**src/rtl/uart_rx_configurable.sv**
```systemverilog
// UART receiver with configurable width, parity, stop bits and oversampling.
// Includes an rx synchroniser, tick divider, start-glitch rejection and error flags.
module uart_rx_configurable #(
  parameter int DATA_BITS   = 8,
  parameter int PARITY_MODE = 0,
  parameter int STOP_BITS   = 1,
  parameter int OVERSAMPLE  = 16,
  parameter int FREQUENCY   = 100000000,
  parameter int BAUDRATE    = 115200
) (
  input  logic                 clk,
  input  logic                 reset,
  input  logic                 rx,
  output logic [DATA_BITS-1:0] data,
  output logic                 data_valid,
  output logic                 parity_error,
  output logic                 framing_error,
  output logic                 busy
);

  localparam int DIV_RAW = FREQUENCY / (BAUDRATE * OVERSAMPLE);
  localparam int DIV     = (DIV_RAW < 1) ? 1 : DIV_RAW;
  localparam int DIV_W   = (DIV > 1) ? $clog2(DIV) : 1;
  localparam int TCNT_W  = $clog2(OVERSAMPLE) + 1;
  localparam int BCNT_W  = $clog2(DATA_BITS) + 1;

  localparam logic [DIV_W-1:0]  DIV_LAST    = DIV_W'(DIV - 1);
  localparam logic [TCNT_W-1:0] T_HALF      = TCNT_W'(OVERSAMPLE / 2 - 1);
  localparam logic [TCNT_W-1:0] T_FULL      = TCNT_W'(OVERSAMPLE - 1);
  localparam logic [BCNT_W-1:0] B_DATA_LAST = BCNT_W'(DATA_BITS - 1);
  localparam logic [BCNT_W-1:0] B_STOP_LAST = BCNT_W'(STOP_BITS - 1);

  typedef enum logic [2:0] {S_IDLE, S_START, S_DATA, S_PARITY, S_STOP} state_t;

  state_t               state_q, state_d;
  logic                 rx_meta_q, rx_s_q;
  logic [DIV_W-1:0]     div_q, div_d;
  logic [TCNT_W-1:0]    tcnt_q, tcnt_d;
  logic [BCNT_W-1:0]    bcnt_q, bcnt_d;
  logic [DATA_BITS-1:0] sr_q, sr_d;
  logic                 perr_q, perr_d;
  logic                 ferr_q, ferr_d;
  logic                 armed_q, armed_d;
  logic [DATA_BITS-1:0] data_q, data_d;
  logic                 data_valid_q, data_valid_d;
  logic                 parity_error_q, parity_error_d;
  logic                 framing_error_q, framing_error_d;
  logic                 busy_q, busy_d;
  logic                 tick;

  always_comb begin
    state_d         = state_q;
    tcnt_d          = tcnt_q;
    bcnt_d          = bcnt_q;
    sr_d            = sr_q;
    perr_d          = perr_q;
    ferr_d          = ferr_q;
    armed_d         = armed_q;
    data_d          = data_q;
    data_valid_d    = 1'b0;
    parity_error_d  = parity_error_q;
    framing_error_d = framing_error_q;
    tick            = (div_q == DIV_LAST);
    div_d           = tick ? '0 : div_q + 1'b1;

    case (state_q)
      S_IDLE: begin
        // armed stays low after a break until the line has been seen high again
        armed_d = armed_q | rx_s_q;
        if (armed_q && !rx_s_q) begin
          state_d = S_START;
          tcnt_d  = '0;
          div_d   = '0;
        end
      end
      S_START: begin
        if (tick) begin
          if (tcnt_q == T_HALF) begin
            tcnt_d = '0;
            if (rx_s_q) begin
              state_d = S_IDLE;
            end else begin
              state_d = S_DATA;
              bcnt_d  = '0;
              perr_d  = 1'b0;
              ferr_d  = 1'b0;
            end
          end else begin
            tcnt_d = tcnt_q + 1'b1;
          end
        end
      end
      S_DATA: begin
        if (tick) begin
          if (tcnt_q == T_FULL) begin
            tcnt_d = '0;
            sr_d   = {rx_s_q, sr_q[DATA_BITS-1:1]};
            bcnt_d = bcnt_q + 1'b1;
            if (bcnt_q == B_DATA_LAST) begin
              bcnt_d  = '0;
              state_d = (PARITY_MODE != 0) ? S_PARITY : S_STOP;
            end
          end else begin
            tcnt_d = tcnt_q + 1'b1;
          end
        end
      end
      S_PARITY: begin
        if (tick) begin
          if (tcnt_q == T_FULL) begin
            tcnt_d  = '0;
            perr_d  = (PARITY_MODE == 2) ? ~(^sr_q ^ rx_s_q) : (^sr_q ^ rx_s_q);
            state_d = S_STOP;
          end else begin
            tcnt_d = tcnt_q + 1'b1;
          end
        end
      end
      S_STOP: begin
        if (tick) begin
          if (tcnt_q == T_FULL) begin
            tcnt_d = '0;
            bcnt_d = bcnt_q + 1'b1;
            ferr_d = ferr_q | ~rx_s_q;
            if (bcnt_q == B_STOP_LAST) begin
              bcnt_d          = '0;
              data_d          = sr_q;
              parity_error_d  = (PARITY_MODE != 0) & perr_q;
              framing_error_d = ferr_q | ~rx_s_q;
              data_valid_d    = 1'b1;
              // re-arm at mid stop bit only if the line is high
              armed_d         = rx_s_q;
              state_d         = S_IDLE;
            end
          end else begin
            tcnt_d = tcnt_q + 1'b1;
          end
        end
      end
      default: state_d = S_IDLE;
    endcase

    busy_d = (state_d != S_IDLE);
  end

  always_ff @(posedge clk or negedge reset) begin
    if (!reset) begin
      rx_meta_q       <= 1'b1;
      rx_s_q          <= 1'b1;
      state_q         <= S_IDLE;
      div_q           <= '0;
      tcnt_q          <= '0;
      bcnt_q          <= '0;
      sr_q            <= '0;
      perr_q          <= 1'b0;
      ferr_q          <= 1'b0;
      armed_q         <= 1'b0;
      data_q          <= '0;
      data_valid_q    <= 1'b0;
      parity_error_q  <= 1'b0;
      framing_error_q <= 1'b0;
      busy_q          <= 1'b0;
    end else begin
      rx_meta_q       <= rx;
      rx_s_q          <= rx_meta_q;
      state_q         <= state_d;
      div_q           <= div_d;
      tcnt_q          <= tcnt_d;
      bcnt_q          <= bcnt_d;
      sr_q            <= sr_d;
      perr_q          <= perr_d;
      ferr_q          <= ferr_d;
      armed_q         <= armed_d;
      data_q          <= data_d;
      data_valid_q    <= data_valid_d;
      parity_error_q  <= parity_error_d;
      framing_error_q <= framing_error_d;
      busy_q          <= busy_d;
    end
  end

  assign data          = data_q;
  assign data_valid    = data_valid_q;
  assign parity_error  = parity_error_q;
  assign framing_error = framing_error_q;
  assign busy          = busy_q;

endmodule

```
**config.mk**
```make
export PLATFORM = sky130hd
export DESIGN_NAME = uart_rx_configurable
export DESIGN_NICKNAME = d
export VERILOG_FILES = /design/src/rtl/uart_rx_configurable.sv
export SDC_FILE = /design/constraint.sdc
export NUM_CORES = 1
export LEC_CHECK = 0
export CAP_MARGIN = 20
export CORE_ASPECT_RATIO = 2
export CORE_MARGIN = 4
export CORE_UTILIZATION = 60
export CTS_BUF_LIST = sky130_fd_sc_hd__clkbuf_4
export DETAILED_ROUTE_END_ITERATION = 8
export PLACE_DENSITY = 0.83
export SLEW_MARGIN = 20
export SYNTH_ARGS = -nofsm -noshare
export SYNTH_HDL_FRONTEND = slang
export SYNTH_SLANG_ARGS = --single-unit
```
**constraint.sdc**
```tcl
create_clock -name clk -period 3.7 [get_ports clk]
set_clock_uncertainty 0.15 [all_clocks]
set_input_delay 0.37 -clock clk [delete_from_list [all_inputs] [get_ports clk]]
set_output_delay 0.37 -clock clk [all_outputs]
set_load 0.02 [all_outputs]
```
==> qor.yml, run 1 <==
timing:
  fin_crit_sh_pct: 64.1
  maxSlewHeadroom_pct: 40.7
  report.final.slew_viol_count: 0
  whs_ns: -0.0104
  rsz0062_at_grt: "false"
  tightest_slew_ns: 0.889
  finalHoldViolCount: 12
  tns_ns: 0
  finalSetupViolations: 0
  fmax_ghz: 0.422
  period_minus_slack_ns: 2.37
power:
  vdd_drop_max_mv: 0.375
  p_sw_mw: 0.270
  cellLeakagePower_nw: 0.996
  total_power_mw: 0.911
  p_sw_share_pct: 29.7
  combPwrFrac_pct: 15.4
  p_int_mw: 0.641
  power_density_nw_per_um2: 407
  clock_power_share_pct: 24.8
  seq_power_share_pct: 59.8
logic_synthesis:
  synth-edff-count: 0
  ys.flop_type: "dfrtp_1"
  synth_area_um2: 2060
  synth_most_common_cell: "dfrtp_1"
  yosysTopAreaCellShare_pct: 47.3
  syn_nets: 201
  yosys-top-cells-area: "dfrtp_1 (47%), mux2_2 (8.7%), ha_1 (4.9%)"
  synth_common_cells: "dfrtp_1 (39), nor2_1 (19), mux2_2 (16)"
  async_flop_share_pct: 100
  yosys_warnings: 0
  avgSynthCellArea_um2: 10.9
  yosysTopAreaCell: "dfrtp_1"
  ys_seq_area_share_pct: 49.9
  synthCells: 190
  ys_ff_latch: 41
  synth_cell_type_count: 50
floorplanning:
  die_h_um: 90.9
  rows: 29
  die_area_um2: 4500
  dieWidth_um: 49.5
  core_um2: 3230
  pin_count: 15
  start_util_pct: 63.9
detailed_routing:
  post_drt_wl_per_cell_um: 16.5
  vias: 1457
  via_per_inst: 6.20
  first_pass_iters: 4
  drt_iter0_drc: 25
  drt_wl_total_um: 3870
  ant_nets: 0
  drcViolationCount: 0
setup_path:
  r2r_cells: 5
  crit_buf_inv: 0
  slowest_stage: "and4_1"
  crit_chain: "ha_1 -> and3_1 -> ha_1 -> and4_1 -> mux2_2"
  crit_fanout: 11
  critical_path.top_delay_family: "simple AND/OR/NAND/NOR gates"
  start_kind: "flip-flop"
  reg2reg_from: "tcnt_q[0]"
  worst-r2r-setup-slack_ns: 1.33
  end_kind: "flip-flop"
  reg2reg_to: "data[7]"
  worstPathArrival_ns: 2.45
  worstSetupPathType: "reg2reg"
  crit_path_max_incr_delay_ns: 0.54
  cp_common_cell: "ha_1"
  required_ns: 3.78
global_routing:
  grt_max_degree: 42
  grt_usage_pct: 18.9
  antenna_found_initial: 0
  grt_first_pass_wirelength_um: 6670
  grt_pass1_vias: 1565
  grt.overflow.total: 0
outcome:
  violations: "hold timing"
  status: "finished with violations"
clocking:
  cts.path.max_buffers: 2
  postCtsResizedCells: 0
  clock_latency_ns: 0.33
  post_cts_buffers: 0
  tritoncts_num_sinks: 41
  postCtsHoldBufs: 0
  cts-htree-levels: 2
  clk_pin_slew_ns: 0.12
  numCtsBuffers: 5
  tritoncts: "done"
  cts_root_buffer: "clkbuf_4"
final_layout:
  antenna_cells: 0
  fin_nets: 214
  syn2layout_area_growth_pct: 8.50
  instances_no_fill: 235
  num-fill-cells: 242
  fin_area_um2: 2240
  drive_above_1_share_pct: 17.2
flow_run:
  maxCapViolations: 0
placed_design:
  place_congestion: 0.912
  dpl.hpwl_um: 2920
  place.port_buffers: 13
  postPlaceCellArea_um2: 2180
  dp.cells: 227
hold_path:
  hold_path.class: "in2async"
-- sequential cells by signal, summed over array words and instances (netlist names) --
name and count:
data 8, sr_q 8, div_q 6, tcnt_q 5
bcnt_q 4, state_q 3, armed_q 1, busy 1
data_valid 1, ferr_q 1, framing_error 1, rx_meta_q 1
rx_s_q 1
-- power groups by stage --
stage	clock network, mW	registers, mW	logic (mW)
6_report	0.226	0.545	0.140
5_1_grt	0.249	0.553	0.167
4_1_cts	0.235	0.544	0.143
3_5_place_dp	0	0.553	0.141
3_3_place_gp	0	0.548	0.132
2_1_floorplan	0	0.541	0.113
-- worst max-delay path by stage --
stage / from / to / slack, ns / depth (start not counted)
2_1_floorplan: tcnt_q[0] / bcnt_q[2] / 1.61 / 7
3_3_place_gp: tcnt_q[0] / data[2] / 1.48 / 5
3_5_place_dp: tcnt_q[0] / data[6] / 1.36 / 5
4_1_cts: tcnt_q[0] / data[6] / 1.35 / 5
5_1_grt: tcnt_q[0] / bcnt_q[2] / 1.18 / 7
6_report: tcnt_q[0] / data[7] / 1.33 / 5
-- cells in the final DEF, fill, tap and decap left out, types with 4 or more instances in the layout --
master and count:
dfrtp_1 39, clkdlybuf4s50_1 12, clkbuf_4 6, nor2_1 19, nand2b_1 4, o21ai_0 13
nand2_1 12, nor3b_1 4, mux2_2 16, nand3_1 5, inv_1 10, ha_1 8
a21oi_1 6
-- worst reg2reg max path: cells and delay by family, from the launching register on --
kind	cells	cell delay [ns]
AND/OR/NAND/NOR	2	0.77
adder cells (fa/ha/maj)	2	0.54
flip-flops	1	0.40
multiplexers	1	0.40
-- stage by stage --
stage	utilization, %	setup WS (ns)
2_1_floorplan	-	1.61
4_1_cts	69.3	1.35
3_5_place_dp	67.4	1.36
6_report	69.3	1.33
3_3_place_gp	67.4	1.48
5_1_grt	69.3	1.18
-- logic make-up (layout without fill, tap and decap cells) --
logic type	Yosys count	count (layout)	share of synthesized area (%)
other cells	1	1	0.182
compound gates	32	32	10.7
mux	17	17	9.22
buf+inv	17	31	4.19
flops	41	41	49.9
xor+xnor	4	4	1.70
simple gates	70	70	19.2
fa+ha+maj	8	8	4.85
-- cell type report --
type                       instances  area [um^2]  area share (%)
multi-input combinational        132          947            42.3
inverter                          10         37.5            1.68
clock inverter                     2         15.0           0.671
sequential                        41         1030            46.0
tap                               31         38.8            1.73
timing repair buffer              13          125            5.59
clock buffer                       6         45.0            2.01
-- metal layers --
metal,global-route usage (%),vias up,part of all wire [%]
li1,-,690,-
met2,35.8,27,55
met4,9.70,0,3.4
met1,18.9,728,39
met5,0,-,0
met3,3.31,12,2.2
Note: power is estimated with default switching activity, not from simulation.
==> run 2: changes to the inputs <==
==> constraint.sdc (replaced) <==
create_clock -name clk -period 2.4 [get_ports clk]
set_clock_uncertainty 0.15 [all_clocks]
set_input_delay 0.24 -clock clk [delete_from_list [all_inputs] [get_ports clk]]
set_output_delay 0.24 -clock clk [all_outputs]
set_load 0.02 [all_outputs]
==> run 2 against run 1 <==
The run now ends clean. Highest routed layer unchanged. Largest cell class unchanged. First-iteration DRC count rose by 56%. Register-to-register slack lost 1.2 ns. Sequential power grew 55%. Non-clock buffer count increased by 3. Clock power grew 140%.
==> qor.yml, run 2 (synthesis gave the netlist of run 1 again) <==
outcome:
  status: "completed"  # was finished with violations
setup_path:
  end_kind: "flip-flop"  # unchanged
  slowest_stage: "o21ai_0"  # was and4_1
  start_kind: "flip-flop"  # unchanged
  worstPathArrival_ns: 2.38  # was 2.45 ns
  crit_chain: "ha_1 -> and3_1 -> ha_2 -> a21oi_1 -> o21ai_0 -> nor3_1 -> a211o_1"  # was ha_1 -> and3_1 -> ha_1 -> and4_1 -> mux2_2
  crit_fanout: 7  # was 11
  crit_path_max_incr_delay_ns: 0.43  # was 0.54 ns
  required_ns: 2.50  # was 3.78 ns
  worstSetupPathType: "reg2reg"  # unchanged
global_routing:
  grt_max_degree: 42  # unchanged
  grt_usage_pct: 20.8  # was 18.9%
  grt_pass1_vias: 1556  # was 1565
  antenna_found_initial: 0  # unchanged
  grt.overflow.total: 0  # unchanged
  grt_first_pass_wirelength_um: 7300  # was 6670 um
timing:
  fmax_ghz: 0.439  # was 0.422 GHz
  maxSlewHeadroom_pct: 42.1  # was 40.7%
  report.final.slew_viol_count: 0  # unchanged
  tightest_slew_ns: 0.868  # was 0.889 ns
  period_minus_slack_ns: 2.28  # was 2.37 ns
  fin_ws_ns: 0.123  # was 1.33 ns
  finalHoldViolCount: 0  # was 12
  finalSetupViolations: 0  # unchanged
  fin_crit_sh_pct: 94.9  # was 64.1%
placed_design:
  pre_cts_slack_ns: 0.0946  # was 1.36 ns
  place_congestion: 0.874  # was 0.912
  place.port_buffers: 13  # unchanged
  dpl.hpwl_um: 3030  # was 2920 um
  postPlaceCellArea_um2: 2190  # was 2180 um^2
detailed_routing:
  ant_nets: 0  # unchanged
  post_drt_wl_per_cell_um: 17.4  # was 16.5 um
  drcViolationCount: 0  # unchanged
  drt_iter0_drc: 39  # was 25
  vias: 1461  # was 1457
  via_per_inst: 6.14  # was 6.20
  drt_wl_total_um: 4140  # was 3870 um
  first_pass_iters: 4  # unchanged
flow_run:
  maxCapViolations: 0  # unchanged
floorplanning:
  pin_count: 15  # unchanged
  die_area_um2: 4500  # unchanged
  rows: 29  # unchanged
  start_util_pct: 63.9  # unchanged
  core_um2: 3230  # unchanged
  dieWidth_um: 49.5  # unchanged
  die_h_um: 90.9  # unchanged
clocking:
  tritoncts: "done"  # unchanged
  tritoncts_num_sinks: 41  # unchanged
  cts.path.max_buffers: 2  # unchanged
  cts-htree-levels: 2  # unchanged
  numCtsBuffers: 5  # unchanged
  clock_latency_ns: 0.35  # was 0.33 ns
  cts_root_buffer: "clkbuf_4"  # unchanged
  post_cts_buffers: 0  # unchanged
  clk_pin_slew_ns: 0.13  # was 0.12 ns
power:
  vdd_drop_max_mv: 0.674  # was 0.375 mV
  power_density_nw_per_um2: 704  # was 407 nW/um^2
  cellLeakagePower_nw: 1.04  # was 0.996 nW
final_layout:
  layout_common_cells: "dfrtp_1 (39), nor2_1 (19), mux2_2 (16)"  # unchanged
  fin_nets: 217  # was 214
  drive_above_1_share_pct: 18.8  # was 17.2%
  final_common_cell: "dfrtp_1"  # unchanged
  antenna_cells: 0  # unchanged
  fin_area_um2: 2310  # was 2240 um^2
  syn2layout_area_growth_pct: 12.1  # was 8.50%
hold_path:
  hold_path.class: "in2reg"  # was in2async
[run 2: cell types whose count changed in the layout (fill, tap and decap cells not counted), sizes merged]
cell         before  now
buf               1    3
clkinvlp          2    0
clkinv            0    1
clkbuf            6    5
bufinv            0    2
dlygate4sd3       0    1
[run 2: worst paths after layout]
check                           startpoint   endpoint  slack (ns)  depth (start not counted)
min in group asynchronous            reset       busy        0.38                          2
worst max-delay path             tcnt_q[0]  tcnt_q[3]        0.12                          7
max in group asynchronous            reset    sr_q[5]        1.16                          2
worst min register to register   rx_meta_q     rx_s_q        0.21                          0
worst min-delay path                    rx  rx_meta_q        0.15                          1
worst max register to register   tcnt_q[0]  tcnt_q[3]        0.12                          7
[run 2: layout make-up]
cell class	instances	area, um^2
Fill cell	228	917
Timing Repair Buffer	16	150
Sequential cell	41	1030
Tap cell	31	38.8
Clock inverter	3	65.1
Inverter	10	37.5
Multi-Input combinational cell	132	955
Clock buffer	5	37.5
[run 2: per-layer routing]
metal / share of wire (%) / GRT usage, %
met5: 0 / 0
met2: 56 / 38.2
met3: 3.0 / 3.80
met4: 3.4 / 9.01
met1: 38 / 22.5
[run 2: worst max-delay path: cells and delay by family, from the launching register on]
kind / cells / cell delay, ns
AOI/OAI and AO/OA: 3 / 0.77
adders and majority gates: 2 / 0.51
DFF: 1 / 0.42
and+or+nand+nor: 2 / 0.33
[run 2: stage by stage]
step | cells | hold slack (ns) | utilization [%] | TNS, ns | total power [mW]
5_1_grt | 238 | 0.138 | 71.6 | -0.00800 | 1.72
6_report | 238 | 0.152 | 71.6 | 0 | 1.63
2_1_floorplan | 190 | -0.206 | - | 0 | 1.01
4_1_cts | 238 | 0.136 | 71.4 | 0 | 1.64
3_3_place_gp | 229 | 0.196 | 67.9 | 0 | 1.05
3_5_place_dp | 229 | 0.197 | 67.9 | 0 | 1.09
[run 2: repair_timing]
| action | 4_1_cts | 5_1_grt |
|---|---|---|
| endpoints found under the setup margin | 0 | 4 |
| resized for setup | 0 | 2 |
| hold buffers | 1 | 0 |
| endpoints found under the hold margin | 39 | 0 |
[run 2: where the power goes]
part | switching [mW] | total [mW] | internal, mW
clock network | 0.225 | 0.548 | 0.323
registers | 0.0816 | 0.844 | 0.763
logic | 0.133 | 0.235 | 0.102
==> run 3: changes to the inputs <==
--- a/config.mk
+++ b/config.mk
@@ -11,6 +11,7 @@
 export CORE_UTILIZATION = 60
 export CTS_BUF_LIST = sky130_fd_sc_hd__clkbuf_4
 export DETAILED_ROUTE_END_ITERATION = 8
+export MAX_ROUTING_LAYER = met4
 export PLACE_DENSITY = 0.83
 export SLEW_MARGIN = 20
 export SYNTH_ARGS = -nofsm -noshare
==> run 3 against run 2 <==
Count of clock-buffer cells in the layout is the same. Combinational power is essentially flat. Die area is the same. Power is essentially flat. Clock power is essentially flat. Sequential share of layout area is the same. Maximum frequency grew 0.16%. Via count is the same. Setup slack gained 0.0037 ns. Utilization is the same. Hold slack is essentially flat. Critical endpoint unchanged. Largest cell class unchanged.
==> qor.yml, run 3 (synthesis gave the netlist of run 1 again) <==
power:
  p_int_mw: 1.19  # about the same
  combPwrFrac_pct: 14.4  # was 14.5%
  cellLeakagePower_nw: 1.04  # unchanged
  seq_power_share_pct: 51.9  # about the same
  p_sw_share_pct: 27.1  # about the same
  power_density_nw_per_um2: 704  # about the same
  vdd_drop_max_mv: 0.674  # about the same
  total_power_mw: 1.63  # about the same
  clock_power_share_pct: 33.7  # about the same
  p_sw_mw: 0.440  # about the same
placed_design:
  place.port_buffers: 13  # unchanged
  pre_cts_slack_ns: 0.0946  # unchanged
  place_congestion: 0.888  # was 0.874
  dpl.hpwl_um: 3030  # unchanged
  postPlaceCellArea_um2: 2190  # unchanged
timing:
  finalSetupViolations: 0  # unchanged
  fin_crit_sh_pct: 94.7  # was 94.9%
  maxSlewHeadroom_pct: 42.2  # was 42.1%
  report.final.slew_viol_count: 0  # unchanged
  finalHoldViolCount: 0  # unchanged
  fin_ws_ns: 0.126  # was 0.123 ns
  tightest_slew_ns: 0.867  # was 0.868 ns
  whs_ns: 0.152  # about the same
  fmax_ghz: 0.440  # was 0.439 GHz
  period_minus_slack_ns: 2.27  # was 2.28 ns
global_routing:
  antenna_found_initial: 0  # unchanged
  grt_usage_pct: 21.4  # was 20.8%
  grtUsageMet3_pct: 3.64  # was 3.80%
  met1_usage_pct: 22.5  # unchanged
  grt_max_degree: 42  # unchanged
  grt_pass1_vias: 1549  # was 1556
  use_met2_pct: 38.2  # unchanged
  top_usage_layer: "met2"  # unchanged
  grt_first_pass_wirelength_um: 7290  # was 7300 um
  grt.overflow.total: 0  # unchanged
floorplanning:
  core_um2: 3230  # unchanged
  pin_count: 15  # unchanged
  die_h_um: 90.9  # unchanged
  start_util_pct: 63.9  # unchanged
  die_area_um2: 4500  # unchanged
  dieWidth_um: 49.5  # unchanged
  rows: 29  # unchanged
detailed_routing:
  first_pass_iters: 4  # unchanged
  drt_iter0_drc: 42  # was 39
  via_per_inst: 6.14  # unchanged
  drt_wl_total_um: 4170  # was 4140 um
  vias: 1461  # unchanged
  post_drt_wl_per_cell_um: 17.5  # was 17.4 um
  ant_nets: 0  # unchanged
  drcViolationCount: 0  # unchanged
final_layout:
  fin_area_um2: 2310  # unchanged
  drive_above_1_share_pct: 18.8  # unchanged
  antenna_cells: 0  # unchanged
  final_common_cell: "dfrtp_1"  # unchanged
  fin_nets: 217  # unchanged
  layout_common_cells: "dfrtp_1 (39), nor2_1 (19), mux2_2 (16)"  # unchanged
  syn2layout_area_growth_pct: 12.1  # unchanged
  post-route-util_pct: 71.6  # unchanged
flow_run:
  maxCapViolations: 0  # unchanged
setup_path:
  crit_chain: "ha_1 -> and3_1 -> ha_2 -> a21oi_1 -> o21ai_0 -> nor3_1 -> a211o_1"  # unchanged
  worstPathArrival_ns: 2.38  # about the same
  critical_path.top_delay_family: "compound AO/OA/AOI/OAI gates"  # unchanged
  end_kind: "flip-flop"  # unchanged
  crit_fanout: 7  # unchanged
  crit_path_max_incr_delay_ns: 0.43  # about the same
  crit_buf_inv: 0  # unchanged
  slowest_stage: "o21ai_0"  # unchanged
  worstSetupPathType: "reg2reg"  # unchanged
  required_ns: 2.50  # about the same
  start_kind: "flip-flop"  # unchanged
clocking:
  tritoncts_num_sinks: 41  # unchanged
  cts-htree-levels: 2  # unchanged
  tritoncts: "done"  # unchanged
  clk_pin_slew_ns: 0.13  # about the same
  cts_root_buffer: "clkbuf_4"  # unchanged
  cts.path.max_buffers: 2  # unchanged
  numCtsBuffers: 5  # unchanged
  clock_latency_ns: 0.35  # about the same
outcome:
  status: "completed"  # unchanged
hold_path:
  hold_path.class: "in2reg"  # unchanged
-- run 3: per-stage QoR --
stage,std cells,TNS [ns]
after floorplan,190,0
after global placement,229,0
after detailed placement,229,0
after CTS,238,0
after global routing,238,-0.00807
final,238,0
-- run 3: per-layer routing --
| metal | wire length [um] | vias up |
|---|---|---|
| li1 | - | 698 |
| met1 | 1600 | 719 |
| met2 | 2320 | 32 |
| met3 | 110 | 12 |
| met4 | 131 | 0 |
| met5 | 0 | - |
-- run 3: what timing repair did --
action                                  in CTS  in global routing
resized for setup                            0                  2
endpoints found under the hold margin       39                  0
hold buffers                                 1                  0
endpoints found under the setup margin       0                  4
buffers inserted                             0                  0
-- run 3: power groups by stage --
stage / Sequential, mW / Clock [mW] / Combinational (mW)
after global routing: 0.857 / 0.589 / 0.272
after detailed placement: 0.855 / 0 / 0.233
after floorplan: 0.834 / 0 / 0.174
after CTS: 0.842 / 0.562 / 0.238
after global placement: 0.843 / 0 / 0.202
final: 0.845 / 0.548 / 0.234
-- run 3: worst paths after layout --
check	to	start	slack (ns)	cells after the start
min	rx_meta_q	rx	0.15	1
max reg2reg	tcnt_q[3]	tcnt_q[0]	0.13	7
max in group asynchronous	sr_q[5]	reset	1.16	2
min in group asynchronous	busy	reset	0.38	2
min reg2reg	rx_s_q	rx_meta_q	0.21	0
max	tcnt_q[3]	tcnt_q[0]	0.13	7
-- run 3: final cells by class --
class,instances,area [um^2]
inverter,10,37.5
clock inverter,3,65.1
clock buffer,5,37.5
multi-input combinational,132,955
tap,31,38.8
fill,228,917
timing repair buffer,16,150
sequential,41,1030
